`src/rtl/bcd_adjust.sv`:
```
// Packed-BCD correction stage behind the ALU adder: captures the binary ADC/SBC
// result, applies the low/high nibble fix-ups over two cycles, then pulses done.
module bcd_adjust (
   input  logic       clk,
   input  logic       RST,
   input  logic       start,
   input  logic       sub,
   input  logic [7:0] A,
   input  logic [7:0] M,
   input  logic [7:0] BIN,
   input  logic       BC,
   input  logic       BV,
   output logic       busy,
   output logic       done,
   output logic [7:0] DO,
   output logic       CO,
   output logic       ZO,
   output logic       NO,
   output logic       VO
);

   typedef enum logic [1:0] {
      S_IDLE = 2'd0,
      S_LO   = 2'd1,
      S_HI   = 2'd2
   } state_t;

   state_t     state_q, state_d;

   // capture / working registers (no reset needed, only read after a capture)
   logic [7:0] s_q, s_d;
   logic [7:0] bin0_q, bin0_d;
   logic       c0_q, c0_d;
   logic       lc_q, lc_d;
   logic       h_q, h_d;
   logic       sb_q, sb_d;
   logic       vsh_q, vsh_d;

   // visible results
   logic [7:0] do_q, do_d;
   logic       co_q, co_d;
   logic       vo_q, vo_d;
   logic       done_q, done_d;

   logic       mx4;
   logic [8:0] lo_sum;

   always_ff @(posedge clk) begin
      if (RST) begin
         state_q <= S_IDLE;
      end else begin
         state_q <= state_d;
      end
   end

   always_comb begin
      state_d = S_IDLE;
      case (state_q)
         S_IDLE:  state_d = start ? S_LO : S_IDLE;
         S_LO:    state_d = S_HI;
         S_HI:    state_d = S_IDLE;
         default: state_d = S_IDLE;
      endcase
   end

   always_comb begin
      busy = (state_q != S_IDLE);
   end

   always_comb begin
      s_d    = s_q;
      bin0_d = bin0_q;
      c0_d   = c0_q;
      lc_d   = lc_q;
      h_d    = h_q;
      sb_d   = sb_q;
      vsh_d  = vsh_q;
      do_d   = do_q;
      co_d   = co_q;
      vo_d   = vo_q;
      done_d = 1'b0;

      // bit 4 of the operand actually presented to the adder, to recover the nibble carry
      mx4    = sub ? ~M[4] : M[4];
      lo_sum = {1'b0, s_q} + 9'd6;

      case (state_q)
         S_IDLE: begin
            if (start) begin
               s_d    = BIN;
               bin0_d = BIN;
               c0_d   = BC;
               lc_d   = 1'b0;
               sb_d   = sub;
               vsh_d  = BV;
               h_d    = A[4] ^ mx4 ^ BIN[4];
            end
         end
         S_LO: begin
            if (!sb_q) begin
               if (h_q || (s_q[3:0] > 4'd9)) begin
                  s_d  = lo_sum[7:0];
                  lc_d = lo_sum[8];
               end
            end else if (!h_q) begin
               s_d = s_q - 8'd6;
            end
         end
         S_HI: begin
            done_d = 1'b1;
            vo_d   = vsh_q;
            if (!sb_q) begin
               // high fix-up keys off the original carry, not the one from the low fix-up
               if (c0_q || (bin0_q > 8'h99)) begin
                  do_d = s_q + 8'h60;
                  co_d = 1'b1;
               end else begin
                  do_d = s_q;
                  co_d = c0_q | lc_q;
               end
            end else begin
               do_d = c0_q ? s_q : (s_q - 8'h60);
               co_d = c0_q;
            end
         end
         default: begin
            done_d = 1'b0;
         end
      endcase
   end

   always_ff @(posedge clk) begin
      s_q    <= s_d;
      bin0_q <= bin0_d;
      c0_q   <= c0_d;
      lc_q   <= lc_d;
      h_q    <= h_d;
      sb_q   <= sb_d;
      vsh_q  <= vsh_d;
   end

   always_ff @(posedge clk) begin
      if (RST) begin
         do_q   <= 8'h00;
         co_q   <= 1'b0;
         vo_q   <= 1'b0;
         done_q <= 1'b0;
      end else begin
         do_q   <= do_d;
         co_q   <= co_d;
         vo_q   <= vo_d;
         done_q <= done_d;
      end
   end

   assign done = done_q;
   assign DO   = do_q;
   assign CO   = co_q;
   assign VO   = vo_q;
   assign ZO   = (do_q == 8'h00);
   assign NO   = do_q[7];

endmodule

```
`config.mk`:
```
export PLATFORM = sky130hd
export DESIGN_NAME = bcd_adjust
export DESIGN_NICKNAME = d
export VERILOG_FILES = /design/src/rtl/bcd_adjust.sv
export SDC_FILE = /design/constraint.sdc
export NUM_CORES = 1
export LEC_CHECK = 0
export ABC_CLOCK_PERIOD_IN_PS = 2900
export BUFFER_PORTS_ARGS = -buffer_cell sky130_fd_sc_hd__buf_4
export CAP_MARGIN = 0
export CORE_MARGIN = 2
export CORE_UTILIZATION = 50
export CTS_CLUSTER_SIZE = 8
export DETAILED_ROUTE_END_ITERATION = 8
export HOLD_SLACK_MARGIN = 0.06
export PLACE_DENSITY = 0.76
export RECOVER_POWER = 50
export SYNTH_ARGS = -nofsm -noshare
export SYNTH_HDL_FRONTEND = slang
export SYNTH_SLANG_ARGS = --single-unit
```
`constraint.sdc`:
```
create_clock -name clk -period 2.9 [get_ports clk]
set_clock_uncertainty 0.15 [all_clocks]
set_input_delay 0 -clock clk [delete_from_list [all_inputs] [get_ports clk]]
set_output_delay 0 -clock clk [all_outputs]
set_load 0.005 [all_outputs]
```
## Word-level counts from Yosys, hierarchy flattened

Index checks and enable logic that the tools add are counted.

| storage, ports and cells | value |
|---|---|
| word-level logic and storage cells | 56 |
| output and inout port bits | 14 |
| register bits | 34 |

| operators by class | value |
|---|---|
| bitwise logic cells | 4 |
| mux-type cells | 18 |
| eq/ne operators | 7 |
| add/sub/neg operators | 4 |
| $lt $le $gt $ge | 2 |
| reduce and logical (&&, ||, !) cells | 9 |

Operators with widths:

| cell | number |
|---|---|
| 8-bit 2-to-1 mux | 7 |
| 8-bit one-hot mux with 2 select lines | 1 |
| 8-bit by 3-bit adder with 9-bit output, second input constant | 1 |
| 8-bit by 7-bit adder with 8-bit output, second input constant | 1 |
| 8-bit > comparator, second input constant | 1 |
| 8-bit logical NOT | 1 |
| 1-bit 2-to-1 mux | 8 |
| 4-bit AND reduction | 2 |
| 8-bit by 3-bit subtractor with 8-bit output, second input constant | 1 |
| 8-bit by 7-bit subtractor with 8-bit output, second input constant | 1 |
| 2-bit inequality test, second input constant | 3 |
| 3-bit inequality test, second input constant | 2 |
| 4-bit > comparator, second input constant | 1 |
| 2-bit one-hot mux with 2 select lines | 1 |
| 2-bit nonzero test | 2 |
| 2-bit by 1-bit equality test with 1-bit output, second input constant | 1 |
| 2-bit equality test, second input constant | 1 |
| 2-bit logical NOT | 1 |
| 1-bit logical OR | 2 |
| 1-bit one-hot mux with 2 select lines | 1 |
| 2-bit AND reduction | 1 |
| 1-bit bitwise XOR | 2 |
| 1-bit NOT | 1 |
| 1-bit OR | 1 |

## Logic depth before layout (Yosys ltp)

Gate-level depths: netlist of run 1.

| depth | value |
|---|---|
| depth after elaboration | 5 |
| gate-level depth with buffers | 6 |
| depth with buffers taken out | 6 |

## Worst setup path before layout of run 1

No wires, ideal clock.

| path | value |
|---|---|
| path type | register -> register |
| from | reg state_q[0] |
| to | reg lc_q (enable) |
| slack | 1.037 ns |
| stages on the path, launching flop included | 4 |
| data arrival time | 1.419 ns |
| buffers on the path | 0 |
| clock period less this slack | 1.863 ns |
| data required time | 2.457 ns |
| library setup time | 0.293 ns |
| cell sequence | dfxtp_1 -> or2_2 -> nor2_1 -> o32a_1 |

| between the ends | value |
|---|---|
| longest elaborated chain between the ends | 3 |

RTL lines:

| what | RTL line | RTL |
|---|---|---|
| start: declaration | 28 | `state_t state_q, state_d;` |
| start signal: assignment | 52 | `state_q <= state_d;` |
| 2-bit by 1-bit equality test with 1-bit output / 2-bit logical NOT (equally long branches) | 87 | `case (state_q)` |
| 2-bit inequality test (no line) / 2-bit nonzero test (equally long branches) | n/a |  |
| 4-bit AND reduction (no line) * | n/a |  |
| end signal: assignment | 136 | `lc_q <= lc_d;` |
| end: declaration | 34 | `logic lc_q, lc_d;` |

Every way passes the cells marked *; elsewhere a longest branch is shown, timed or not.
A chain may end at the register's enable or synchronous reset.

## Final worst setup path of run 1

| path | value |
|---|---|
| from | reg s_q[5] |
| to | reg do_q[6] (netlist: DO[6]) |

| between the ends | value |
|---|---|
| longest elaborated chain between the ends | 3 |

RTL lines:

| what | RTL line | RTL |
|---|---|---|
| start: declaration | 31 | `logic [7:0] s_q, s_d;` |
| start signal: assignment | 133 | `s_q <= s_d;` |
| 8-bit by 7-bit adder with 8-bit output / 8-bit by 7-bit subtractor with 8-bit output (equally long branches) | 115, 122 |  |
| 8-bit 2-to-1 mux (on tied branches) | 114, 122 |  |
| 8-bit 2-to-1 mux * | 112 | `if (!sb_q) begin` |
| end signal: assignment | 149 | `do_q <= do_d;` |
| end: declaration | 40 | `logic [7:0] do_q, do_d;` |

Marks and branches as above.

==> impl_results.md, run 1 <==
- Total CTS buffers: 5
- Worst Setup End Kind: flop
- Worst min path class: input pin to flop
- Reg2Reg Setup Slack: ~740 ps
- Worst slew pin tran: between 600 and 700 ps
- Layout cell share with drive strength beyond 1: 17.1%
- Syn Std Cell Area: around 1700 sq um
- Cts hold-fix bufs: 15
- Overall Power: approximately 1000 uW
- Port bufs: 29
- Setup crit end: DO[6]
- Synth Flop Type: edfxtp_1
- Max transition margin: between 50% and 60%
- Worst skew pair latency: ~340 ps
- Pins Over Slew Limit: 0
- Total track usage: ~22%
- Leak Pwr: 0.000812 uW
- Yosys Warn Count: 0
- CTS Buffer Depth: 2
- Mean Syn Cell Area: 10.0 sq um
- FF-to-FF End: DO[6]
- Post-DP HPWL: around 2.6 mm
- Run status: finished clean
- Vias in the first global route: roughly 1300
- Max Freq: ~460 MHz
- Pwr dens: 500 nW/um^2
- Routed len/inst: 14.1 um
- Type of the worst setup path: flop to flop
- Core ar.: between 3000 and 4000 sq um
- Most frequent cells in the layout: nand2_1, clkbuf_4, edfxtp_1, dlygate4sd3_1, dfxtp_1
- Std-Cell Rows: 20
- Crit path from: s_q[5]
- GPL Wtd Cong: ~0.8
- Hold Fails Final Rpt: 0
- Clock transition at path regs: 100 ps
- Worst Reg2Reg Path Length in Cells: 5
- Final period util: between 70% and 80%
- Via count: 1356
- Yosys cell types: 45
- Die ar.: approximately 3800 sq um
- Worst Setup Start Kind: flop
- Post-synthesis sequential area ratio: 51.7%
- Final TNS setup: 0 ps
- 1st-pass router iterations: 4
- Hold path cells: 2
- I/O pin cnt: 44
- Synthesis-stage register bit count: 33
- Post-synth EDFFs: 20
- Final net count: 244
- Total number of H-tree levels: 2
- FFs w/ async S/R, synth: 0%
- Iter 0 DRT Violations: 34
- Antenna-violating nets left: 0
- CTS Sinks: 33
- Cell count after synthesis: about 170
- Max-cap violations: 0
- Total gr overflow: 0
- CTS tree: yes
- Largest net degree at the start of global routing: 20
- Placement Setup Slack: around 830 ps
- Worst Path Arrival: between 2000 and 2500 ps
- Top-area cell type share of the netlist area: a little over a third
- Synthesized net count: around 200
- Unrepaired setup endpoints after global routing: false
- Root Buffer: clkbuf_4
- Die H: about 62 um
- Fin crit period: ~2200 ps
- Initial core utilization: a little over half
- Initial antenna violation count: 0
- Final WS setup: between 700 and 800 ps
- Diodes inserted: 0
- # DRC: 0
- Area Overhead vs Synth: 25.2%
- Average vias per placed instance: 5.34
- Top post-synthesis cells by area: edfxtp_1, dfxtp_1, nand2_1
- Final setup viols: 0
- CP required: 3010 ps
- WL final: roughly 3.6 mm
- Setup bufs post-CTS: 0
- Critical R2R Launch: s_q[5]
- # resized after CTS: 0
- Max IR drop VDD: 0.362 mV
- Synth area leader: edfxtp_1
- Die Wd: 61.7 um
- CP max FO: 5
- First-pass GRT wire length: roughly 6 mm
==> through the flow <==
stage / std cells / hold WS [ps] / instance area [sq um] / utilization [%]
after global routing: 254 / 231 / 2090 / 67.2
after CTS: 254 / 218 / 2110 / 67.9
after floorplan: 166 / -77.9 / 1670 / -
after detailed placement: 231 / 33.3 / 1890 / 60.8
final: 254 / 250 / 2090 / 67.2
after global placement: 231 / 28.1 / 1890 / 60.8
==> cell usage after synthesis (all sizes together), types with 2 or more instances <==
master,count
o21ai,10
nand3,3
xnor2,5
nand3b,2
nor3,3
edfxtp,20
o211ai,2
inv,7
buf,5
clkbuf,4
o31ai,2
ha,5
xor2,3
or4,3
a2111oi,2
nand2b,6
dfxtp,13
nand2,24
or3,3
nor2b,3
a21oi,12
nor2,11
==> flip-flops by register name, indices dropped and copies added, names as in the netlist <==
signal and cells:
lc_q 1, bin0_q 7, sb_q 1, CO 1
vsh_q 1, done 1, state_q 2, s_q 8
c0_q 1, h_q 1, DO 8, VO 1
==> report_power, final <==
group	switching, uW	leakage (uW)	internal, uW
registers	34.0	0.000299	536
clock network	156	0.0000413	140
logic	85.3	0.000472	91.5
==> kinds of logic after synthesis <==
kind of cell	Yosys count	share of synthesized area (%)
and+or+nand+nor	65	19.7
AOI/OAI and AO/OA	37	14.2
DFF	33	51.7
buffers and inverters	16	5.18
xor gates and xnor gates	8	4.21
adders and majority gates	5	3.76
muxes	2	1.28
==> final cells by class <==
class | instances | area (sq um)
Tap cell | 44 | 55.1
Fill cell | 276 | 1020
Multi-Input combinational cell | 117 | 717
Clock inverter | 1 | 5.00
Clock buffer | 7 | 65.1
Timing Repair Buffer | 45 | 357
Sequential cell | 33 | 861
Inverter | 7 | 26.3
==> worst min path at each step <==
stage / startpoint / to / slack (ps)
floorplan: RST / DO[5] / -80
global placement: BV / vsh_q / 30
detailed placement: BV / vsh_q / 30
CTS: BV / vsh_q / 220
global route: BV / vsh_q / 230
finish: BV / vsh_q / 250
==> critical path: stages (launching register included) <==
cell	delay [ps]
edfxtp_1	460
inv_1	190
ha_1	280
a2111oi_0	590
o21ai_0	260
o211ai_1	150
==> layer usage <==
layer  share of wire, %  up-vias  global-route usage [%]
li1                   -      681                       -
met1                 41      624                    24.2
met2                 51       38                    39.1
met3                4.4       13                    6.42
met4                3.7        0                    11.6
met5                  0        -                       0
Power figures use the tool's default switching activity.
==> inputs of run 2 (changes only) <==
--- a/config.mk
+++ b/config.mk
@@ -5,15 +5,15 @@
 export SDC_FILE = /design/constraint.sdc
 export NUM_CORES = 1
 export LEC_CHECK = 0
-export ABC_CLOCK_PERIOD_IN_PS = 2900
+export ABC_CLOCK_PERIOD_IN_PS = 1800
 export BUFFER_PORTS_ARGS = -buffer_cell sky130_fd_sc_hd__buf_4
 export CAP_MARGIN = 0
 export CORE_MARGIN = 2
-export CORE_UTILIZATION = 50
+export CORE_UTILIZATION = 47
 export CTS_CLUSTER_SIZE = 8
 export DETAILED_ROUTE_END_ITERATION = 8
 export HOLD_SLACK_MARGIN = 0.06
-export PLACE_DENSITY = 0.76
+export PLACE_DENSITY = 0.75
 export RECOVER_POWER = 50
 export SYNTH_ARGS = -nofsm -noshare
 export SYNTH_HDL_FRONTEND = slang
==> constraint.sdc (replaced) <==
create_clock -name clk -period 1.8 [get_ports clk]
set_clock_uncertainty 0.15 [all_clocks]
set_input_delay 0 -clock clk [delete_from_list [all_inputs] [get_ports clk]]
set_output_delay 0 -clock clk [all_outputs]
set_load 0.005 [all_outputs]
==> run 2 against run 1 <==
The flow now finishes with violations (negative setup slack). Maximum frequency increased by 19%. Register-to-register slack lost 750 ps. Die area up 6.0%. First-iteration DRC count increased by 82%. Utilization grew 1.8 points.
==> impl_results.md, run 2 (synthesized netlist as in run 1, its figures left out) <==
- CTS tree: yes
- Worst skew pair latency: 340 ps
- Reg power frac: 51.7%
- Final TNS setup: -13.2 ps
- Max transition margin: 76.4%
- Reg2Reg Setup Slack: -9 ps
- Post-DP HPWL: 2.69 mm
- Final WS setup: -8.82 ps
- Hold WS: approximately 240 ps
- Max Freq: around 550 MHz
- Port bufs: 29
- Total number of H-tree levels: 2
- Antenna-violating nets left: 0
- Unrepaired setup endpoints after global routing: true
- Diodes inserted: 0
- Initial antenna violation count: 0
- # DRC: 0
- Max IR drop VDD: roughly 0.61 mV
- Die H: 63.5 um
- GPL Wtd Cong: ~0.92
- Pins Over Slew Limit: 0
- Worst Setup Start Kind: flop
- Hold path cells: 2
- I/O pin cnt: 44
- FF-to-FF End: s_q[6]
- Net Sw Frac: between 20% and 30%
- First-pass GRT wire length: between 6 and 7 mm
- Pwr dens: approximately 760 nW/um^2
- Final net count: about 260
- Overall Power: about 1800 uW
- Commonest non-fill, non-tap cell in the layout: clkbuf_4
- Layout cell share with drive strength beyond 1: between 30 and 40%
- Fin crit period: between 1500 and 2000 ps
- Vias in the first global route: about 1400
- Core Util, Final: just under 70%
- Run status: complete, but fails checks
- CP required: between 1500 and 2000 ps
- Die Wd: ~64 um
- Area Overhead vs Synth: 39.3%
- Worst Path Arrival: between 1500 and 2000 ps
- Routed len/inst: between 10 and 15 um
- Clk pwr share: 25.2%
- WL final: around 4.1 mm
- Worst Reg2Reg Path Length in Cells: 5
- Iter 0 DRT Violations: 62
- Total gr overflow: 0
- Failing checks: negative setup slack
- Clock transition at path regs: ~100 ps
- Max-cap violations: 0
- Hold Fails Final Rpt: 0
- 1st-pass router iterations: 4
- Die ar.: between 4000 and 5000 sq um
- Leak Pwr: between 0.0009 and 0.001 uW
- Std-Cell Rows: 21
- Root Buffer: clkbuf_4
- Initial core utilization: just under 50%
- Total CTS buffers: 5
- Average vias per placed instance: 5.37
- NetSw: 486 uW
- Core ar.: approximately 3400 sq um
- Worst min path class: input pin to flop
- CP max FO: 5
- Final period util: 100%
- Most frequent cells in the layout: clkbuf_4, nand2_1, buf_4, edfxtp_1, dlygate4sd3_1
- Largest net degree at the start of global routing: 17
- CTS Buffer Depth: 2
- Cell-internal power: ~1300 uW
- Critical R2R Launch: s_q[1]
- Final setup viols: 2
- Worst Setup End Kind: flop
- Logic pwr share: 23.1%
- Min-Delay Endpoint: vsh_q
- Total track usage: 21.0%
- Worst slew pin tran: approximately 350 ps
- Hold path startpoint: BV
- Via count: roughly 1500
- Type of the worst setup path: flop to flop
- CTS Sinks: 33
[run 2: cell count changes in the layout (fill, tap and decap cells not counted), moves of 2 or more]
| cell | delta |
|---|---|
| o21ai_1 | +2 |
| nor2_1 | -2 |
| buf_6 | +3 |
| inv_1 | -3 |
| ha_1 | -2 |
| a21oi_1 | -3 |
| a21oi_2 | +3 |
| inv_2 | +3 |
| buf_4 | +17 |
| o21ai_0 | -2 |
[run 2: repair_timing]
action	in CTS	in global routing
hold buffers	15	0
setup buffers	1	5
setup endpoints to repair	11	6
resized for setup	11	12
pin swaps	7	8
endpoints found under the hold margin	42	0
[run 2: worst max-delay path by stage]
| stage | from | slack [ps] | depth (start not counted) | end |
|---|---|---|---|---|
| global placement | s_q[1] | -20 | 6 | s_q[7] |
| floorplan | sb_q | 30 | 5 | s_q[1] |
| global route | s_q[2] | -90 | 6 | s_q[7] |
| detailed placement | s_q[1] | -110 | 6 | s_q[7] |
| finish | s_q[1] | -9 | 5 | s_q[6] |
| CTS | s_q[1] | -40 | 6 | s_q[7] |
[run 2: cell type report]
class                   count  area [sq um]
fillers                   265          1040
well taps                  46          57.6
flip-flops and latches     33           861
multi-input cells         117           792
clock inverters             1          6.26
clock buffers               7          55.1
inverters                   7          26.3
repair buffers             65           522
[run 2: critical path, stage by stage, from the launching register on]
cell      delay, ps
edfxtp_1        470
buf_6           150
nor2_4           30
or4b_4          490
and3_4          210
o31ai_4         150
[run 2: metal layers]
layer	global-route usage (%)	vias up	part of all wire (%)
met4	9.24	0	1.9
met3	6.96	11	4.0
met1	22.7	706	41
li1	-	720	-
met5	0	-	0
met2	37.1	46	53
[run 2: metrics by stage]
stage / area (sq um) / setup WS, ps / instances
global route: 2320 / -92.2 / 276
CTS: 2260 / -35.3 / 271
floorplan: 1670 / 27.2 / 166
global placement: 2000 / -18.4 / 247
detailed placement: 2000 / -111 / 247
finish: 2320 / -8.82 / 276
[run 2: power by group through the flow]
stage	Combinational, uW	Clock, uW	Sequential [uW]
after floorplan	188	0	911
after global placement	307	0	917
after detailed placement	317	0	920
after CTS	371	449	903
after global routing	440	485	915
final	405	443	908
